### src/rtl/matrix_pkg.sv
// Shared constants, FSM encoding and helpers for the mirrored 5x7 LED matrix row side.
package matrix_pkg;

  localparam int ROWS_DEFAULT = 7;

  localparam logic [2:0] COL_OUTER  = 3'b100;
  localparam logic [2:0] COL_INNER  = 3'b010;
  localparam logic [2:0] COL_CENTRE = 3'b001;

  typedef enum logic [1:0] {
    ST_IDLE,
    ST_BLANK,
    ST_SHOW,
    ST_ERROR
  } row_state_t;

  // Image layout: [ROWS-1:0]=centre, [2*ROWS-1:ROWS]=inner, [3*ROWS-1:2*ROWS]=outer.
  function automatic logic [ROWS_DEFAULT-1:0] slice(
    input logic [3*ROWS_DEFAULT-1:0] img,
    input logic [2:0]                col
  );
    logic [ROWS_DEFAULT-1:0] result;
    result = '0;
    case (col)
      COL_OUTER:  result = img[2*ROWS_DEFAULT +: ROWS_DEFAULT];
      COL_INNER:  result = img[ROWS_DEFAULT +: ROWS_DEFAULT];
      COL_CENTRE: result = img[0 +: ROWS_DEFAULT];
      default:    result = '0;
    endcase
    return result;
  endfunction

  function automatic logic is_onehot3(input logic [2:0] v);
    logic result;
    case (v)
      3'b001, 3'b010, 3'b100: result = 1'b1;
      default:                result = 1'b0;
    endcase
    return result;
  endfunction

endpackage

### src/rtl/blank_timer.sv
// Loadable down-counter that reports done once it has run down to zero.
module blank_timer #(
  parameter int BLANK_CYCLES = 2
) (
  input  logic i_clock,
  input  logic i_reset,
  input  logic i_load,
  input  logic i_en,
  output logic o_done
);

  localparam int CW       = (BLANK_CYCLES > 1) ? $clog2(BLANK_CYCLES) : 1;
  localparam int LOAD_INT = (BLANK_CYCLES > 0) ? BLANK_CYCLES - 1 : 0;
  localparam logic [CW-1:0] LOAD_VAL = CW'(LOAD_INT);

  logic [CW-1:0] r_cnt;

  // NOTE: state registers take non-blocking assignments so every flop samples pre-edge values.
  always_ff @(posedge i_clock) begin
    if (i_reset) begin
      r_cnt <= '0;
    end else if (i_load) begin
      r_cnt <= LOAD_VAL;
    end else if (i_en && (r_cnt != '0)) begin
      r_cnt <= r_cnt - CW'(1);
    end
  end

  assign o_done = (r_cnt == '0);

endmodule

### src/rtl/row_driver.sv
// Row driver for the mirrored 5x7 matrix: follows the one-hot column select, double-buffers
// the image behind a valid/ready handshake and blanks rows after every column change.
module row_driver
  import matrix_pkg::*;
#(
  parameter int ROWS           = ROWS_DEFAULT,
  parameter int BLANK_CYCLES   = 2,
  parameter bit ROW_ACTIVE_LOW = 1'b0
) (
  input  logic              i_clock,
  input  logic              i_reset,
  input  logic [2:0]        i_col,
  input  logic [3*ROWS-1:0] i_img_data,
  input  logic              i_img_valid,
  output logic              o_img_ready,
  output logic [ROWS-1:0]   o_rows,
  output logic              o_frame_start,
  output logic              o_col_error
);

  localparam logic [ROWS-1:0] ROWS_OFF = {ROWS{ROW_ACTIVE_LOW}};

  logic [3*ROWS-1:0] r_active;
  logic [3*ROWS-1:0] r_pending;
  logic              r_pending_full;
  logic              r_img_ready;
  logic [2:0]        r_col_q;
  logic [ROWS-1:0]   r_rows;
  logic              r_frame_start;
  logic              r_col_error;
  row_state_t        r_state;

  logic              w_onehot;
  logic              w_change;
  logic              w_boundary;
  logic              w_xfer;
  logic              w_swap;
  logic              w_pending_full_next;
  logic [3*ROWS-1:0] w_active_next;
  logic [ROWS-1:0]   w_slice;
  logic [ROWS-1:0]   w_lit_rows;
  logic              w_timer_load;
  logic              w_timer_en;
  logic              w_blank_done;

  assign w_onehot   = is_onehot3(i_col);
  assign w_change   = (i_col != r_col_q);
  assign w_boundary = w_onehot && w_change && (i_col == COL_OUTER);
  assign w_xfer     = i_img_valid && r_img_ready;
  assign w_swap     = w_boundary && r_pending_full;

  // A transfer can never coincide with a swap: ready is low whenever pending is full.
  assign w_pending_full_next = w_xfer || (r_pending_full && !w_swap);

  // The new image must already feed the outer slice on the swap edge itself.
  assign w_active_next = w_swap ? r_pending : r_active;

  always_comb begin
    w_slice = '0;
    case (i_col)
      COL_OUTER:  w_slice = w_active_next[2*ROWS +: ROWS];
      COL_INNER:  w_slice = w_active_next[ROWS +: ROWS];
      COL_CENTRE: w_slice = w_active_next[0 +: ROWS];
      default:    w_slice = '0;
    endcase
  end

  assign w_lit_rows   = w_slice ^ ROWS_OFF;
  assign w_timer_load = w_onehot && w_change;
  assign w_timer_en   = (r_state == ST_BLANK);

  blank_timer #(
    .BLANK_CYCLES(BLANK_CYCLES)
  ) u_blank_timer (
    .i_clock (i_clock),
    .i_reset (i_reset),
    .i_load  (w_timer_load),
    .i_en    (w_timer_en),
    .o_done  (w_blank_done)
  );

  always_ff @(posedge i_clock) begin
    if (i_reset) begin
      // NOTE: image buffers are reset too, so a reset really discards both images.
      r_active       <= '0;
      r_pending      <= '0;
      r_pending_full <= 1'b0;
      r_img_ready    <= 1'b0;
      r_col_q        <= 3'b000;
      r_rows         <= ROWS_OFF;
      r_frame_start  <= 1'b0;
      r_col_error    <= 1'b0;
      r_state        <= ST_IDLE;
    end else begin
      r_col_q        <= i_col;
      r_frame_start  <= w_boundary;
      r_pending_full <= w_pending_full_next;
      r_img_ready    <= !w_pending_full_next;
      if (w_swap) begin
        r_active <= r_pending;
      end
      if (w_xfer) begin
        r_pending <= i_img_data;
      end

      if (!w_onehot) begin
        r_state     <= ST_ERROR;
        r_rows      <= ROWS_OFF;
        r_col_error <= 1'b1;
      end else begin
        r_col_error <= 1'b0;
        if (w_change) begin
          if (BLANK_CYCLES > 0) begin
            r_state <= ST_BLANK;
            r_rows  <= ROWS_OFF;
          end else begin
            r_state <= ST_SHOW;
            r_rows  <= w_lit_rows;
          end
        end else begin
          case (r_state)
            ST_BLANK: begin
              if (w_blank_done) begin
                r_state <= ST_SHOW;
                r_rows  <= w_lit_rows;
              end else begin
                r_rows  <= ROWS_OFF;
              end
            end
            ST_SHOW: begin
              r_rows <= w_lit_rows;
            end
            default: begin
              r_rows <= ROWS_OFF;
            end
          endcase
        end
      end
    end
  end

  assign o_img_ready   = r_img_ready;
  assign o_rows        = r_rows;
  assign o_frame_start = r_frame_start;
  assign o_col_error   = r_col_error;

endmodule

### config.mk
export PLATFORM = sky130hd
export DESIGN_NAME = row_driver
export DESIGN_NICKNAME = d
export VERILOG_FILES = /design/src/rtl/matrix_pkg.sv /design/src/rtl/blank_timer.sv /design/src/rtl/row_driver.sv
export SDC_FILE = /design/constraint.sdc
export NUM_CORES = 1
export LEC_CHECK = 0
export CORE_MARGIN = 2
export CORE_UTILIZATION = 39
export CTS_BUF_LIST = sky130_fd_sc_hd__clkbuf_4 sky130_fd_sc_hd__clkbuf_8
export CTS_CLUSTER_SIZE = 16
export DETAILED_ROUTE_END_ITERATION = 7
export PLACE_DENSITY = 0.73
export SETUP_SLACK_MARGIN = 0.4
export SLEW_MARGIN = 20
export SYNTH_ARGS = -nofsm -noshare
export SYNTH_HDL_FRONTEND = slang
export SYNTH_SLANG_ARGS = --single-unit
### constraint.sdc
create_clock -name i_clock -period 1.5 [get_ports i_clock]
set_input_delay 0.225 -clock i_clock [delete_from_list [all_inputs] [get_ports i_clock]]
set_output_delay 0.225 -clock i_clock [all_outputs]
set_load 0.005 [all_outputs]
# After elaboration in Yosys (flattened, before gate mapping)
# Cells that the tools add are included.
# word_totals
register_bits	59
word_cells	45
out_inout_bits	10
# op_classes
n_mux	12
eq_ne	8
n_reduce_logical	13
n_addsub	1
n_bitwise	1
# op_table
cell	count
$mux W21	1
$pmux W7 S3	1
$pmux W7 S2	1
$mux W2	4
$mux W7	1
$logic_and A1 B1 Y1	6
$reduce_or A3 Y1	2
$mux W1	4
$eq A3 B1 Y1 const B	1
$eq A3 B2 Y1 const B	1
$eq A3 B3 Y1 const B	1
$ne A3 B1 Y1 const B	1
$ne A3 B3 Y1	1
$ne A3 B3 Y1 const B	1
$eq A2 B1 Y1 const B	1
$eq A2 B2 Y1 const B	1
$logic_not A1 Y1	2
$reduce_and A2 Y1	1
$reduce_bool A2 Y1	1
$logic_or A1 B1 Y1	1
$not A1 Y1	1
$sub A1 B1 Y1 const B	1

# Longest topological paths before layout
# depth
word_depth	10
depth_mapped	6

# Modules after synthesis
# A second synthesis with hierarchy kept.
# hier_totals
hier_cells	288
area_unflattened_um2	2379.8
# modules_own_cells
module	area_per_inst_um2	instances	cells_per_inst
row_driver	2337.2	1	283
blank_timer	42.5	1	5

# Worst setup path after synthesis
# Ideal clock, no wire load.
# synth_timing
kind	reg2reg
from	reg r_col_q[2]
to	reg r_rows[0] (netlist: o_rows[0])
synth_period_minus_slack_ps	1406
n_path_buf	0
arrival_ps	1336
slack_ps	94
path_stages_with_launch	5
setup_time_ps	70
cell_sequence	dfxtp_1 -> or3b_1 -> a21boi_1 -> a22oi_1 -> a21oi_1
# synth_between
elab_chain_cells	8
elab_cells_between_ends	9
cone_classes	eq/ne (1); mux (4); reduce/logical (4)
# synth_rtl
item	line	source
start: declaration	row_driver.sv:27	logic [2:0] r_col_q;
start signal: assignment	row_driver.sv:95	r_col_q <= i_col;
$ne A3 B3 Y1 *	row_driver.sv:47	assign w_change = (i_col != r_col_q);
$logic_and A1 B1 Y1 (2 in a row)	row_driver.sv:48	assign w_boundary = w_onehot && w_change && (i_col == COL_OUTER);
$logic_and A1 B1 Y1	row_driver.sv:50	assign w_swap = w_boundary && r_pending_full;
$mux W21	-	
$pmux W7 S3	row_driver.sv:60	case (i_col)
$mux W7	row_driver.sv:123	if (w_blank_done) begin
$pmux W7 S2	row_driver.sv:121	case (r_state)
end signal: assignment	row_driver.sv:118	r_rows <= w_lit_rows;
end signal: assignment	row_driver.sv:125	r_rows <= w_lit_rows;
end signal: assignment	row_driver.sv:131	r_rows <= w_lit_rows;
end: declaration	row_driver.sv:28	logic [ROWS-1:0] r_rows;
# Mark *: on every way between the ends. The rest lies on a longest branch, timed or not.
# A chain may end at the register's enable or synchronous reset.

# Worst setup path in the final report
# layout_timing
from	reg r_col_q[0]
to	reg r_active[0]
# layout_between
elab_chain_cells	5
# layout_rtl
item	line	source
$ne A3 B3 Y1	row_driver.sv:47	
$logic_and A1 B1 Y1 (2 in a row)	row_driver.sv:48	
$logic_and A1 B1 Y1	row_driver.sv:50	
$mux W21	-	
end signal: assignment	row_driver.sv:100	r_active <= r_pending;
end: declaration	row_driver.sv:23	logic [3*ROWS-1:0] r_active;
# No other way between the ends.

==> implementation parameters <==
Parameter                              Value

Final layout
  Net count, final    around 360
  Area Growth Syn to Fin    50.2%
  Fillers    approximately 470
  Total area of multi-input combinational cells    ~1300 sq um
  FF/Latch Area    ~1200 sq um
  Antenna diode instance count    0
  Share of post-route cells with drive strength above 1    roughly 40%

Global routing
  First-pass GRT wire length    9480 microns
  Maximum number of pins on one net before global-route repair    53
  Grt ovf    0
  Via count of the first global-routing pass    2067
  Initial antenna violation count    0
  Global-route usage over all layers    19.6%

Routing
  Routed wirelength normalized by instance count    around 14 microns
  Post-DRT Antenna Nets    0
  Post-route DRC violation count    0
  Initial DRC Count    about 180
  First-pass iteration count of the detailed router    4
  Avg Vias per Cell    roughly 5.0
  Total vias in the final route    2056
  Routed WL    5920 microns

Synthesis
  Fraction of synthesized cell area taken by the top area cell type    51.7%
  Count of synthesis-stage warnings from yosys    0
  Most area-consuming cells after synthesis    sky130_fd_sc_hd__dfxtp_1 52%, sky130_fd_sc_hd__nand2_1 14%, sky130_fd_sc_hd__a21oi_1 12%, sky130_fd_sc_hd__a22oi_1 2.3%, sky130_fd_sc_hd__a22o_1 2.3%
  Library cells used by synthesis    31
  Number of nets produced by synthesis    301
  Flops & latches, synth    59
  Synth Cell Area    2280 sq um
  Post-Synthesis Cells    ~270
  Library cell with the largest summed area after synthesis    sky130_fd_sc_hd__dfxtp_1
  Synthesized area divided by synthesized cell count    approximately 8.4 sq um
  Sequential element share of the synthesized area    about half

Die
  Core area    5570 sq um
  Starting utilization of the core area    approximately 40%
  Horizontal extent of the die    around 81 microns
  FP Rows    27
  Vertical die dimension    just over 80 microns
  Die area    ~6500 sq um
  Number of top-level pins    37

Flow run
  Max Cap Viol    0

STA
  Relative max-transition margin    roughly 60%
  Setup repair after global routing missed its margin    yes
  Final hold slack    0.314 ns
  Final Slew Violations    0
  Final setup viols    0
  Pin slew with the least headroom to its limit    roughly 0.6 ns
  Peak Freq    0.668 GHz
  Post-layout min period    around 1.5 ns
  Final worst clock skew    between 0.006 and 0.007 ns
  Count of endpoints failing hold in the final timing report    0
  Share of the cycle needed by the critical path after routing    99.8%
  Final worst slack    0.00324 ns
  Aggregate negative setup slack    0 ns

Power and ir drop
  Clock network fraction of design power    between 40 and 50%
  Comb pwr share    about a tenth
  Leakage power summed over all cells    about 1.3 nW
  Worst IR drop on VDD    563 uV
  Switching share of power    a little under a quarter
  Design internal power    between 2 and 3 mW
  Share of total power in sequential cells    48.5%
  Pwr Density    993 nW/um^2
  Net load switching power    just under 800 uW

Min path
  Hold/Removal Path Class    in2reg

Setup path
  Critical path capture point type    register
  Max FO, Critical Path    5
  Worst EP arrival    1.70 ns
  Data required, critical path    about 1.7 ns
  Type of origin of the critical path    register
  Critical path type    reg2reg

Place
  Placement Setup Slack    -0.414 ns
  Quantity of I/O buffers inserted on ports    36
  Final RePlAce weighted congestion    between 0.7 and 0.8
  Placed wire-length estimate    3490 microns

Clock tree
  Max H-tree Level    3
  CTS tree    done
  Total clock sinks    59
  Clock transition at the registers of the reported paths    0.07 ns
  Number of buffers created by CTS    9
  Maximum clock path buffer count    2
  Clock network latency to the later pin of the worst-skew pair    0.33 ns
  Hold_buf cts    0
  Root Buffer Master    sky130_fd_sc_hd__clkbuf_8

Run status
  Outcome    finished, final reports clean
[cells by family (layout without fill, tap and decap cells)]
| logic type | after synthesis | in the layout | synth area share [%] |
|---|---|---|---|
| and+or+nand+nor | 112 | 115 | 22.4 |
| AOI/OAI and AO/OA | 73 | 73 | 18.6 |
| DFF | 59 | 59 | 51.7 |
| buffers and inverters | 22 | 84 | 4.71 |
| xor gates and xnor gates | 4 | 4 | 1.53 |
| adders and majority gates | 2 | 2 | 1.10 |
[cell type report]
cell class	instances	area share, %
flip-flops and latches	59	35.0
clock inverters	3	1.17
multi-input cells	194	38.4
clock buffers	12	4.27
well taps	72	2.63
inverters	4	0.438
repair buffers	65	18.1
[cell usage after synthesis]
master and instances:
sky130_fd_sc_hd__nand2_1 87, sky130_fd_sc_hd__dfxtp_1 59, sky130_fd_sc_hd__a21oi_1 54, sky130_fd_sc_hd__clkbuf_1 10
sky130_fd_sc_hd__nor2_1 8, sky130_fd_sc_hd__a22oi_1 7, sky130_fd_sc_hd__a22o_1 6, sky130_fd_sc_hd__buf_2 5
sky130_fd_sc_hd__nor2b_1 4, sky130_fd_sc_hd__xnor2_1 4, sky130_fd_sc_hd__inv_1 3, sky130_fd_sc_hd__and4bb_2 2
sky130_fd_sc_hd__buf_6 2, sky130_fd_sc_hd__ha_1 2, sky130_fd_sc_hd__nand3_1 2, sky130_fd_sc_hd__nand3b_1 2
sky130_fd_sc_hd__a2111o_1 1, sky130_fd_sc_hd__a21boi_1 1, sky130_fd_sc_hd__a21o_1 1, sky130_fd_sc_hd__a2bb2oi_1 1
sky130_fd_sc_hd__and2_0 1, sky130_fd_sc_hd__and3_1 1, sky130_fd_sc_hd__buf_4 1, sky130_fd_sc_hd__clkinv_1 1
sky130_fd_sc_hd__nand4_4 1, sky130_fd_sc_hd__nor2b_4 1, sky130_fd_sc_hd__nor3b_2 1, sky130_fd_sc_hd__nor4bb_1 1
sky130_fd_sc_hd__o21ai_0 1, sky130_fd_sc_hd__o2bb2ai_1 1, sky130_fd_sc_hd__or3b_1 1
[registers in the layout, indices dropped and copies added (netlist names)]
signal	cells
o_rows	7
o_frame_start	1
o_col_error	1
r_state	2
r_col_q	3
r_pending	21
o_img_ready	1
r_active	21
r_pending_full	1
u_blank_timer.r_cnt	1
[placed cells by master (no fill, tap or decap), types with 4 or more instances in the layout]
cell	instances
sky130_fd_sc_hd__a21oi_1	39
sky130_fd_sc_hd__and3_4	4
sky130_fd_sc_hd__nand2_2	25
sky130_fd_sc_hd__nor2_1	7
sky130_fd_sc_hd__nand2_1	55
sky130_fd_sc_hd__a22oi_1	7
sky130_fd_sc_hd__clkdlybuf4s50_1	22
sky130_fd_sc_hd__dfxtp_1	50
sky130_fd_sc_hd__a22o_1	6
sky130_fd_sc_hd__nor2b_1	4
sky130_fd_sc_hd__nand2_4	7
sky130_fd_sc_hd__buf_4	17
sky130_fd_sc_hd__clkbuf_8	9
sky130_fd_sc_hd__clkbuf_2	10
sky130_fd_sc_hd__buf_12	5
sky130_fd_sc_hd__buf_6	5
sky130_fd_sc_hd__a21oi_2	14
sky130_fd_sc_hd__dfxtp_2	6
[per-layer routing]
metal / GRT usage, % / part of all wire (%) / routed length, microns
met5: 0 / 0 / 0
met4: 10.0 / 1.4 / 80
met3: 6.07 / 4.7 / 281
met2: 33.5 / 52 / 3090
met1: 21.8 / 42 / 2470
[final timing paths]
check	startpoint	end	slack [ns]	depth (start not counted)
worst max-delay path	r_col_q[0]$_SDFF_PP0_	r_active[0]$_SDFF_PP0_	0.003	5
worst min register to register	r_active[13]$_SDFF_PP0_	r_active[13]$_SDFF_PP0_	0.46	2
worst min-delay path	i_col[0]	r_col_q[0]$_SDFF_PP0_	0.31	3
worst max register to register	r_col_q[0]$_SDFF_PP0_	r_active[0]$_SDFF_PP0_	0.003	5
[stage by stage]
step	power [mW]	instance area, sq um	std cells	utilization, %
3_5_place_dp	1.97	2800	379	50.2
5_1_grt	3.55	3430	409	61.5
4_1_cts	3.40	3320	408	59.6
6_report	3.41	3430	409	61.5
2_1_floorplan	1.84	2360	272	-
3_3_place_gp	1.96	2800	379	50.2
[power groups by stage]
stage / Sequential, mW / Clock, mW / Combinational (mW)
finish: 1.65 / 1.39 / 0.364
global route: 1.66 / 1.49 / 0.397
CTS: 1.65 / 1.41 / 0.341
detailed placement: 1.68 / 0 / 0.291
global placement: 1.68 / 0 / 0.285
floorplan: 1.67 / 0 / 0.170
[worst max-delay path, stage by stage (launching register included)]
cell                      delay, ns
sky130_fd_sc_hd__dfxtp_4       0.37
sky130_fd_sc_hd__or3b_4        0.46
sky130_fd_sc_hd__buf_12        0.16
sky130_fd_sc_hd__and3_4        0.22
sky130_fd_sc_hd__nand2_2       0.09
sky130_fd_sc_hd__a21oi_2       0.06
[what timing repair did]
action                     in CTS  in global routing
setup buffers                  10                  1
gates cloned                    4                  0
resized for setup              76                 53
setup endpoints to repair      45                 44
pin swaps                      34                 25
Power figures use the tool's default switching activity.
